===== config.mk =====
export PLATFORM = sky130hd
export DESIGN_NAME = instruction_loader_flat
export DESIGN_NICKNAME = d
export VERILOG_FILES = /design/src/rtl/instruction_loader_if.sv /design/src/rtl/instruction_loader.sv /design/src/flat_wrapper.sv
export SDC_FILE = /design/constraint.sdc
export NUM_CORES = 1
export LEC_CHECK = 0
export CORE_UTILIZATION = 45
export DETAILED_ROUTE_END_ITERATION = 6
export HOLD_SLACK_MARGIN = 0.12
export PLACE_DENSITY_LB_ADDON = 0.2
export REMOVE_ABC_BUFFERS = 1
export SYNTH_ARGS = -nofsm -noshare
export SYNTH_HDL_FRONTEND = slang
export SYNTH_SLANG_ARGS = --single-unit

===== constraint.sdc =====
create_clock -name clk -period 2.3 [get_ports clk]
set_input_delay 0.46 -clock clk [delete_from_list [all_inputs] [get_ports clk]]
set_output_delay 0.46 -clock clk [all_outputs]
set_load 0.005 [all_outputs]

===== src/rtl/instruction_loader_if.sv =====
// rtl/instruction_loader_if.sv - byte stream, load control and instruction-memory write bundle
interface instruction_loader_if;
    logic        load_start;
    logic [7:0]  word_count;
    logic        byte_valid;
    logic [7:0]  byte_data;
    logic        byte_ready;
    logic        instruction_Write_en;
    logic [31:0] Write_address;
    logic [31:0] Write_instruction;
    logic        cpu_reset;
    logic        load_done;
    logic        load_error;

    modport master (
        output load_start, word_count, byte_valid, byte_data,
        input  byte_ready, instruction_Write_en, Write_address, Write_instruction,
               cpu_reset, load_done, load_error
    );

    modport slave (
        input  load_start, word_count, byte_valid, byte_data,
        output byte_ready, instruction_Write_en, Write_address, Write_instruction,
               cpu_reset, load_done, load_error
    );
endinterface


===== src/rtl/instruction_loader.sv =====
// rtl/instruction_loader.sv - byte-stream instruction loader; optional trailing XOR checksum via LOADER_CHECKSUM_EN
module instruction_loader #(
    parameter int MAX_WORDS = 200
) (
    input  logic               clk,
    input  logic               reset,
    instruction_loader_if.slave bus
);

    localparam logic [8:0] MAX_W = MAX_WORDS[8:0];

    typedef enum logic [2:0] {
        S_IDLE,
        S_RECV,
        S_WRITE,
        S_DONE,
        S_ERROR
`ifdef LOADER_CHECKSUM_EN
        , S_CHECK
`endif
    } state_t;

    state_t      state_q, state_d;
    logic [7:0]  addr_q, addr_d;
    logic [7:0]  count_q, count_d;
    logic [1:0]  idx_q, idx_d;
    logic [31:0] word_q, word_d;
    logic [7:0]  addr_inc;
    logic        accept;
`ifdef LOADER_CHECKSUM_EN
    logic [7:0]  chk_q, chk_d;
`endif

    // Outputs decode straight from the state so they change only on clock edges
`ifdef LOADER_CHECKSUM_EN
    assign bus.byte_ready = (state_q == S_RECV) || (state_q == S_CHECK);
`else
    assign bus.byte_ready = (state_q == S_RECV);
`endif
    assign bus.instruction_Write_en = (state_q == S_WRITE);
    assign bus.Write_address        = {24'd0, addr_q};
    assign bus.Write_instruction    = word_q;
    assign bus.cpu_reset            = (state_q != S_DONE);
    assign bus.load_done            = (state_q == S_DONE);
    assign bus.load_error           = (state_q == S_ERROR);

    assign accept   = bus.byte_valid && bus.byte_ready;
    assign addr_inc = addr_q + 8'd1;

    // State and datapath registers; reset overrides everything including a load in flight
    always_ff @(posedge clk) begin
        if (reset) begin
            state_q <= S_IDLE;
            addr_q  <= 8'd0;
            count_q <= 8'd0;
            idx_q   <= 2'd0;
            word_q  <= 32'd0;
`ifdef LOADER_CHECKSUM_EN
            chk_q   <= 8'd0;
`endif
        end else begin
            state_q <= state_d;
            addr_q  <= addr_d;
            count_q <= count_d;
            idx_q   <= idx_d;
            word_q  <= word_d;
`ifdef LOADER_CHECKSUM_EN
            chk_q   <= chk_d;
`endif
        end
    end

    // Next-state and datapath update
    always_comb begin
        state_d = state_q;
        addr_d  = addr_q;
        count_d = count_q;
        idx_d   = idx_q;
        word_d  = word_q;
`ifdef LOADER_CHECKSUM_EN
        chk_d   = chk_q;
`endif
        unique case (state_q)
            S_IDLE, S_DONE, S_ERROR: begin
                // DONE and ERROR restart exactly like IDLE; busy states ignore load_start
                if (bus.load_start) begin
                    if (bus.word_count == 8'd0) begin
                        state_d = S_DONE;
                    end else if ({1'b0, bus.word_count} > MAX_W) begin
                        state_d = S_ERROR;
                    end else begin
                        state_d = S_RECV;
                        addr_d  = 8'd0;
                        idx_d   = 2'd0;
                        count_d = bus.word_count;
`ifdef LOADER_CHECKSUM_EN
                        chk_d   = 8'd0;
`endif
                    end
                end
            end
            S_RECV: begin
                // Shift-in gives big-endian order: first byte ends up in bits 31:24
                if (accept) begin
                    word_d = {word_q[23:0], bus.byte_data};
                    idx_d  = idx_q + 2'd1;
`ifdef LOADER_CHECKSUM_EN
                    chk_d  = chk_q ^ bus.byte_data;
`endif
                    if (idx_q == 2'd3) begin
                        state_d = S_WRITE;
                    end
                end
            end
            S_WRITE: begin
                addr_d = addr_inc;
                if (addr_inc == count_q) begin
`ifdef LOADER_CHECKSUM_EN
                    state_d = S_CHECK;
`else
                    state_d = S_DONE;
`endif
                end else begin
                    state_d = S_RECV;
                end
            end
`ifdef LOADER_CHECKSUM_EN
            S_CHECK: begin
                if (accept) begin
                    state_d = (bus.byte_data == chk_q) ? S_DONE : S_ERROR;
                end
            end
`endif
            default: state_d = S_IDLE;
        endcase
    end

endmodule

===== src/flat_wrapper.sv =====
// flat-port wrapper written by rule: the top's interface ports become plain ports
module instruction_loader_flat 
#(
    parameter int MAX_WORDS = 200
)
  (clk, reset, bus_load_start, bus_word_count, bus_byte_valid, bus_byte_data, bus_byte_ready, bus_instruction_Write_en, bus_Write_address, bus_Write_instruction, bus_cpu_reset, bus_load_done, bus_load_error);
  instruction_loader_if bus_i ();
  input  logic clk;
  input  logic reset;
  input wire logic [$bits(bus_i.load_start)-1:0] bus_load_start;
  input wire logic [$bits(bus_i.word_count)-1:0] bus_word_count;
  input wire logic [$bits(bus_i.byte_valid)-1:0] bus_byte_valid;
  input wire logic [$bits(bus_i.byte_data)-1:0] bus_byte_data;
  output wire logic [$bits(bus_i.byte_ready)-1:0] bus_byte_ready;
  output wire logic [$bits(bus_i.instruction_Write_en)-1:0] bus_instruction_Write_en;
  output wire logic [$bits(bus_i.Write_address)-1:0] bus_Write_address;
  output wire logic [$bits(bus_i.Write_instruction)-1:0] bus_Write_instruction;
  output wire logic [$bits(bus_i.cpu_reset)-1:0] bus_cpu_reset;
  output wire logic [$bits(bus_i.load_done)-1:0] bus_load_done;
  output wire logic [$bits(bus_i.load_error)-1:0] bus_load_error;
  assign bus_i.load_start = bus_load_start;
  assign bus_i.word_count = bus_word_count;
  assign bus_i.byte_valid = bus_byte_valid;
  assign bus_i.byte_data = bus_byte_data;
  assign bus_byte_ready = bus_i.byte_ready;
  assign bus_instruction_Write_en = bus_i.instruction_Write_en;
  assign bus_Write_address = bus_i.Write_address;
  assign bus_Write_instruction = bus_i.Write_instruction;
  assign bus_cpu_reset = bus_i.cpu_reset;
  assign bus_load_done = bus_i.load_done;
  assign bus_load_error = bus_i.load_error;
  instruction_loader #(.MAX_WORDS(MAX_WORDS)) u_core (.clk(clk), .reset(reset), .bus(bus_i));
endmodule

# [Word-level counts from Yosys, hierarchy flattened]
# Index checks and enable logic that the tools add are counted.
# Widths: inputs -> output; s select.
[word_totals] register_bits=53 inputBits=20 out_inout_bits=69 elab_cells=49
[op_classes] n_addsub=2 n_lt_le_gt_ge=1 n_eq_ne=12 mux=16 bitwise=2 n_reduce_logical=11
[op_table] operator="$mux 8" n=3
[op_table] operator="$pmux 8 s2" n=1
[op_table] operator="$mux 3" n=5
[op_table] operator="$mux 2" n=5
[op_table] operator="$ne 2x2->1 const B" n=5
[op_table] operator="$pmux 3 s3" n=1
[op_table] operator="$add 8x1->8 const B" n=1
[op_table] operator="$eq 8x8->1" n=1
[op_table] operator="$gt 8x8->1 const B" n=1
[op_table] operator="$logic_not 8->1" n=1
[op_table] operator="$reduce_and 4->1" n=2
[op_table] operator="$eq 3x2->1 const B" n=2
[op_table] operator="$reduce_and 5->1" n=1
[op_table] operator="$pmux 2 s2" n=1
[op_table] operator="$reduce_bool 2->1" n=2
[op_table] operator="$eq 3x1->1 const B" n=1
[op_table] operator="$eq 3x3->1 const B" n=1
[op_table] operator="$logic_not 3->1" n=1
[op_table] operator="$ne 3x2->1 const B" n=1
[op_table] operator="$reduce_and 3->1" n=1
[op_table] operator="$reduce_or 3->1" n=1
[op_table] operator="$add 2x1->2 const B" n=1
[op_table] operator="$eq 2x2->1 const B" n=1
[op_table] operator="$not 1->1" n=2
[op_table] operator="other kinds (2)" n=2

# [Logic depth before layout (Yosys ltp)]
[depth] word_depth=5 depth_mapped=6 ltp_nobuf=6

# [Worst setup path after synthesis]
# Ideal clock, no wire load.
[synth_path] path_kind="register to register" from="register u_core.addr_q[0]" to="register u_core.state_q[1]" arrival_ns=1.562 required_time_ns=2.212 slack_ns=0.650 path_stages_with_launch=7 path_buffers=0 period_less_slack_ns=1.650 path_cell_list="dfxtp_1 ha_1 and3_2 and3_1 xnor2_1 o2111ai_1 o32ai_2"
[synth_via] elab_chain_cells=4
[synth_lines] element="from (decl)" line="instruction_loader.sv:24" rtl="logic [7:0] addr_q, addr_d;"
[synth_lines] element="from (signal assigned)" line="instruction_loader.sv:63" rtl="addr_q <= addr_d;"
[synth_lines] element="$add 8x1->8" line="instruction_loader.sv:48" rtl="assign addr_inc = addr_q + 8'd1;"
[synth_lines] element="$eq 8x8->1" line="instruction_loader.sv:117" rtl="if (addr_inc == count_q) begin"
[synth_lines] element="$mux 2" line="instruction_loader.sv:117"
[synth_lines] element="$pmux 3 s3" line="instruction_loader.sv:83" rtl="unique case (state_q)"
[synth_lines] element="to (signal assigned)" line="instruction_loader.sv:62" rtl="state_q <= state_d;"
[synth_lines] element="to (decl)" line="instruction_loader.sv:23" rtl="state_t state_q, state_d;"
# Every way passes these cells.
# A chain may end at the register's enable or synchronous reset.

# [Worst setup path in the final report]
[layout_path] from="register u_core.state_q[1]" to="output port bus_load_error"
[layout_via] elab_chain_cells=1
[layout_lines] element="$eq 3x3->1" line="instruction_loader.sv:45" rtl="assign bus.load_error = (state_q == S_ERROR);"
[layout_lines] element="to (decl)" line="flat_wrapper.sv:20" rtl="output wire logic [$bits(bus_i.load_error)-1:0] bus_load_error;"
# Every way passes these cells.

==> out/summary.txt <==
FLOORPLANNING
--------------------------------------------------------------------------------------
Cell row count ..........................................................           26
# IOs ...................................................................           89
Width of the die ........................................................     77.06 um
Starting utilization of the core area ...................................       0.4810
Placeable core region ...................................................     5270 um2
Die outline height ......................................................     77.06 um
Die ar. .................................................................     5937 um2

WORST SETUP PATH
--------------------------------------------------------------------------------------
Crit path DAT ...........................................................      1.75 ns
Largest fanout on the critical path .....................................           11
Launching element of the worst setup path ............................... u_core.state_q[1]
Critical R2R Capture .................................................... u_core.state_q[1]
Worst reg2reg path startpoint ........................................... u_core.addr_q[1]
Termination of the worst setup path ..................................... bus_load_error
Worst Setup End Kind ....................................................  output port
Register-to-Register Setup Slack ........................................      0.50 ns
Worst EP required .......................................................      1.84 ns
Path depth of the worst reg2reg path ....................................            6
Classification of the worst setup path ..................................      reg2out
Launching element type of the critical path .............................         flop

TIMING
--------------------------------------------------------------------------------------
Final-report setup violation count ......................................            0
Final setup skew ........................................................  0.009074 ns
Max-slew violations .....................................................            0
Final worst path period share ...........................................       0.9622
Upper clock frequency limit .............................................    451.9 MHz
Final worst setup slack .................................................   0.08688 ns
Final hold vios .........................................................            0
Setup repair after global routing missed its margin .....................          yes
Worst hold slack across all endpoints ...................................    0.4546 ns
Clock period minus final worst setup slack ..............................     2.213 ns

LOGIC SYNTHESIS
--------------------------------------------------------------------------------------
Main area contributors after synthesis .................................. sky130_fd_sc_hd__dfxtp_1, sky130_fd_sc_hd__nand2_1, sky130_fd_sc_hd__a21oi_1
Number of cells produced by synthesis ...................................          317
Number of distinct standard cells referenced by the synthesized netlist .           44
Syn. warnings ...........................................................            0
Number of storage elements in the synthesis netlist .....................           53
FFs w/ async S/R, synth .................................................            0
Area share of the leading cell type in the synthesized netlist ..........       0.4186
Synth Area per Inst .....................................................    7.997 um2
Leading area contributor after synthesis ................................ sky130_fd_sc_hd__dfxtp_1
Number of enable flip-flop cells after synthesis ........................            0
Cell area after synthesis ...............................................     2535 um2
Top flip-flop cell by instance count after synthesis .................... sky130_fd_sc_hd__dfxtp_1
Sequential share of the synthesized area ................................       0.4186

DRT
--------------------------------------------------------------------------------------
Remaining design rule violation count ...................................            0
Wire length per cell after detailed routing .............................     11.61 um
Number of routed nets with antenna violations ...........................            0
Highest signal layer in the routed design ...............................         met4
Total length of routed wires ............................................      5213 um
Detailed-route wire length on metal 1 ...................................      2434 um
First-pass detailed-route iteration total ...............................            4
Via count ...............................................................         2230
DRC marker count from the first detailed-route iteration ................          110
Met2 wire length ........................................................      2504 um
Total met3 wirelength after detailed routing ............................       254 um
Detailed-route vias per instance ........................................        4.967

CLOCK TREE
--------------------------------------------------------------------------------------
Buffer depth of the longest clock path ..................................            2
Clock Pin Slew Worst Setup and Hold Paths ...............................      0.09 ns
Post-CTS Repair Setup Buffers ...........................................            0
CTS Root Buffer Type .................................................... sky130_fd_sc_hd__clkbuf_8
H-tree level count ......................................................            2
CTS hold repair buffers .................................................            0
Sinks on Clock Net ......................................................           53
Clock tree from TritonCTS ...............................................        built
Number of clock buffers inserted by TritonCTS ...........................            5
Cts repair resizes ......................................................            0
Insertion delay of the later-clocked pin in the worst-skew pair .........      0.30 ns

POWER
--------------------------------------------------------------------------------------
Leak Pwr ................................................................  0.001178 uW
IR Drop Worst-Case VDD ..................................................    0.3752 mV
Power per cell area ..................................................... 522.5 nW/um2

FINAL LAYOUT
--------------------------------------------------------------------------------------
Layout area overhead ....................................................       28.43%
Commonest cells after routing, fill and taps aside ...................... sky130_fd_sc_hd__nand2_1, sky130_fd_sc_hd__clkdlybuf4s50_1, sky130_fd_sc_hd__dfxtp_1, sky130_fd_sc_hd__a21oi_1, sky130_fd_sc_hd__conb_1
Number of standard cells in the layout, taps in and fillers out .........          449
Share of post-route cells with drive strength above 1 ...................      0.07652
Layout filler cell count ................................................          506
Most common cell after layout, fill and taps aside ...................... sky130_fd_sc_hd__nand2_1
Layout net count ........................................................          401
Post-route standard cell area excluding fillers .........................     3256 um2
Count of inserted antenna diode cells ...................................            0

GLOBAL ROUTING
--------------------------------------------------------------------------------------
Total track usage .......................................................       0.1860
Initial antenna violation count .........................................            0
Pin count of the biggest net entering global routing ....................           33
Global-route wire length before repair ..................................      8921 um
Vias in the first global route ..........................................         1982
Global route total overflow .............................................            0

JOB
--------------------------------------------------------------------------------------
Max-cap violations ......................................................            0

PLACE
--------------------------------------------------------------------------------------
Cell Count Post-Placement ...............................................          442
Total cell area at the placement stage ..................................     3166 um2
I/O Buffers .............................................................           64
DP Worst Slack ..........................................................   0.08747 ns
Post-DP HPWL ............................................................      3787 um
RD Place Congestion .....................................................       0.8260

OUTCOME
--------------------------------------------------------------------------------------
Result of the run .......................................................    completed

HOLD PATH
--------------------------------------------------------------------------------------
Worst hold path class ...................................................      reg2reg

## per-layer routing
metal	up-vias	GRT usage
met1	1014	0.2272
li1	1150	-
met3	2	0.04524
met4	0	0.04528
met5	-	0
met2	64	0.3268
## Yosys cell counts, types with 4 or more instances
master	number
sky130_fd_sc_hd__nand2_1	75
sky130_fd_sc_hd__dfxtp_1	53
sky130_fd_sc_hd__a21oi_1	48
sky130_fd_sc_hd__buf_4	24
sky130_fd_sc_hd__nor2_1	17
sky130_fd_sc_hd__clkbuf_1	12
sky130_fd_sc_hd__o21ai_0	9
sky130_fd_sc_hd__nand3_1	7
sky130_fd_sc_hd__mux2i_1	6
sky130_fd_sc_hd__xor2_1	6
sky130_fd_sc_hd__a311oi_1	5
sky130_fd_sc_hd__nand2b_1	5
sky130_fd_sc_hd__nor2b_1	5
sky130_fd_sc_hd__buf_2	4
sky130_fd_sc_hd__nor3_1	4
sky130_fd_sc_hd__xnor2_1	4
## power by group
group	total [uW]	internal, uW	switching (uW)	leakage, uW
logic	218	99.1	119	0.000706
registers	958	938	19.7	0.000429
clock network	526	238	287	0.0000433
total	1700	1280	425	0.00118
## how the worst min path moves through the flow
stage                                      from  cells past startpoint                          endpoint  slack [ns]
2_1_floorplan  u_core.bus.Write_instruction[24]                      2  u_core.bus.Write_instruction[24]        0.45
3_3_place_gp   u_core.bus.Write_instruction[29]                      2  u_core.bus.Write_instruction[29]        0.44
3_5_place_dp   u_core.bus.Write_instruction[29]                      2  u_core.bus.Write_instruction[29]        0.45
4_1_cts        u_core.bus.Write_instruction[29]                      2  u_core.bus.Write_instruction[29]        0.46
5_1_grt        u_core.bus.Write_instruction[28]                      2  u_core.bus.Write_instruction[28]        0.48
6_report       u_core.bus.Write_instruction[29]                      2  u_core.bus.Write_instruction[29]        0.45
## kinds of logic after synthesis
kind of cell	share of synthesized area
fa+ha+maj	0.009870
compound gates	0.1742
simple gates	0.2320
flops	0.4186
other cells	0.001479
buf+inv	0.1012
xor+xnor	0.03455
mux	0.02813
## critical path: stages, from the launching register on
cell and delay, ns:
sky130_fd_sc_hd__dfxtp_1 0.43, sky130_fd_sc_hd__nor2_1 0.34, sky130_fd_sc_hd__and2_1 0.18, sky130_fd_sc_hd__clkdlybuf4s50_1 0.49
## area by class of cell
cell class	instances	area [um2]	share of cell area
Tap cell	70	87.58	0.02690
Clock inverter	1	7.507	0.002306
Sequential cell	53	1061	0.3259
Clock buffer	6	82.58	0.02537
Inverter	2	7.507	0.002306
Timing Repair Buffer	73	703.2	0.2160
Multi-Input combinational cell	244	1306	0.4012
## state kept, by name, summed over array words and instances (netlist names)
signal and count:
u_core.bus.Write_instruction 32, u_core.idx_q 2, u_core.addr_q 8, u_core.state_q 3, u_core.count_q 8
## per-stage QoR
step                total power, uW    util  setup TNS (ns)
floorplan                      1089       -               0
global placement               1194  0.6007               0
detailed placement             1197  0.6007               0
CTS                            1723  0.6178               0
global route                   1794  0.6178       -0.001631
finish                         1701  0.6178               0
No activity file was read; power rests on OpenSTA's default activity.
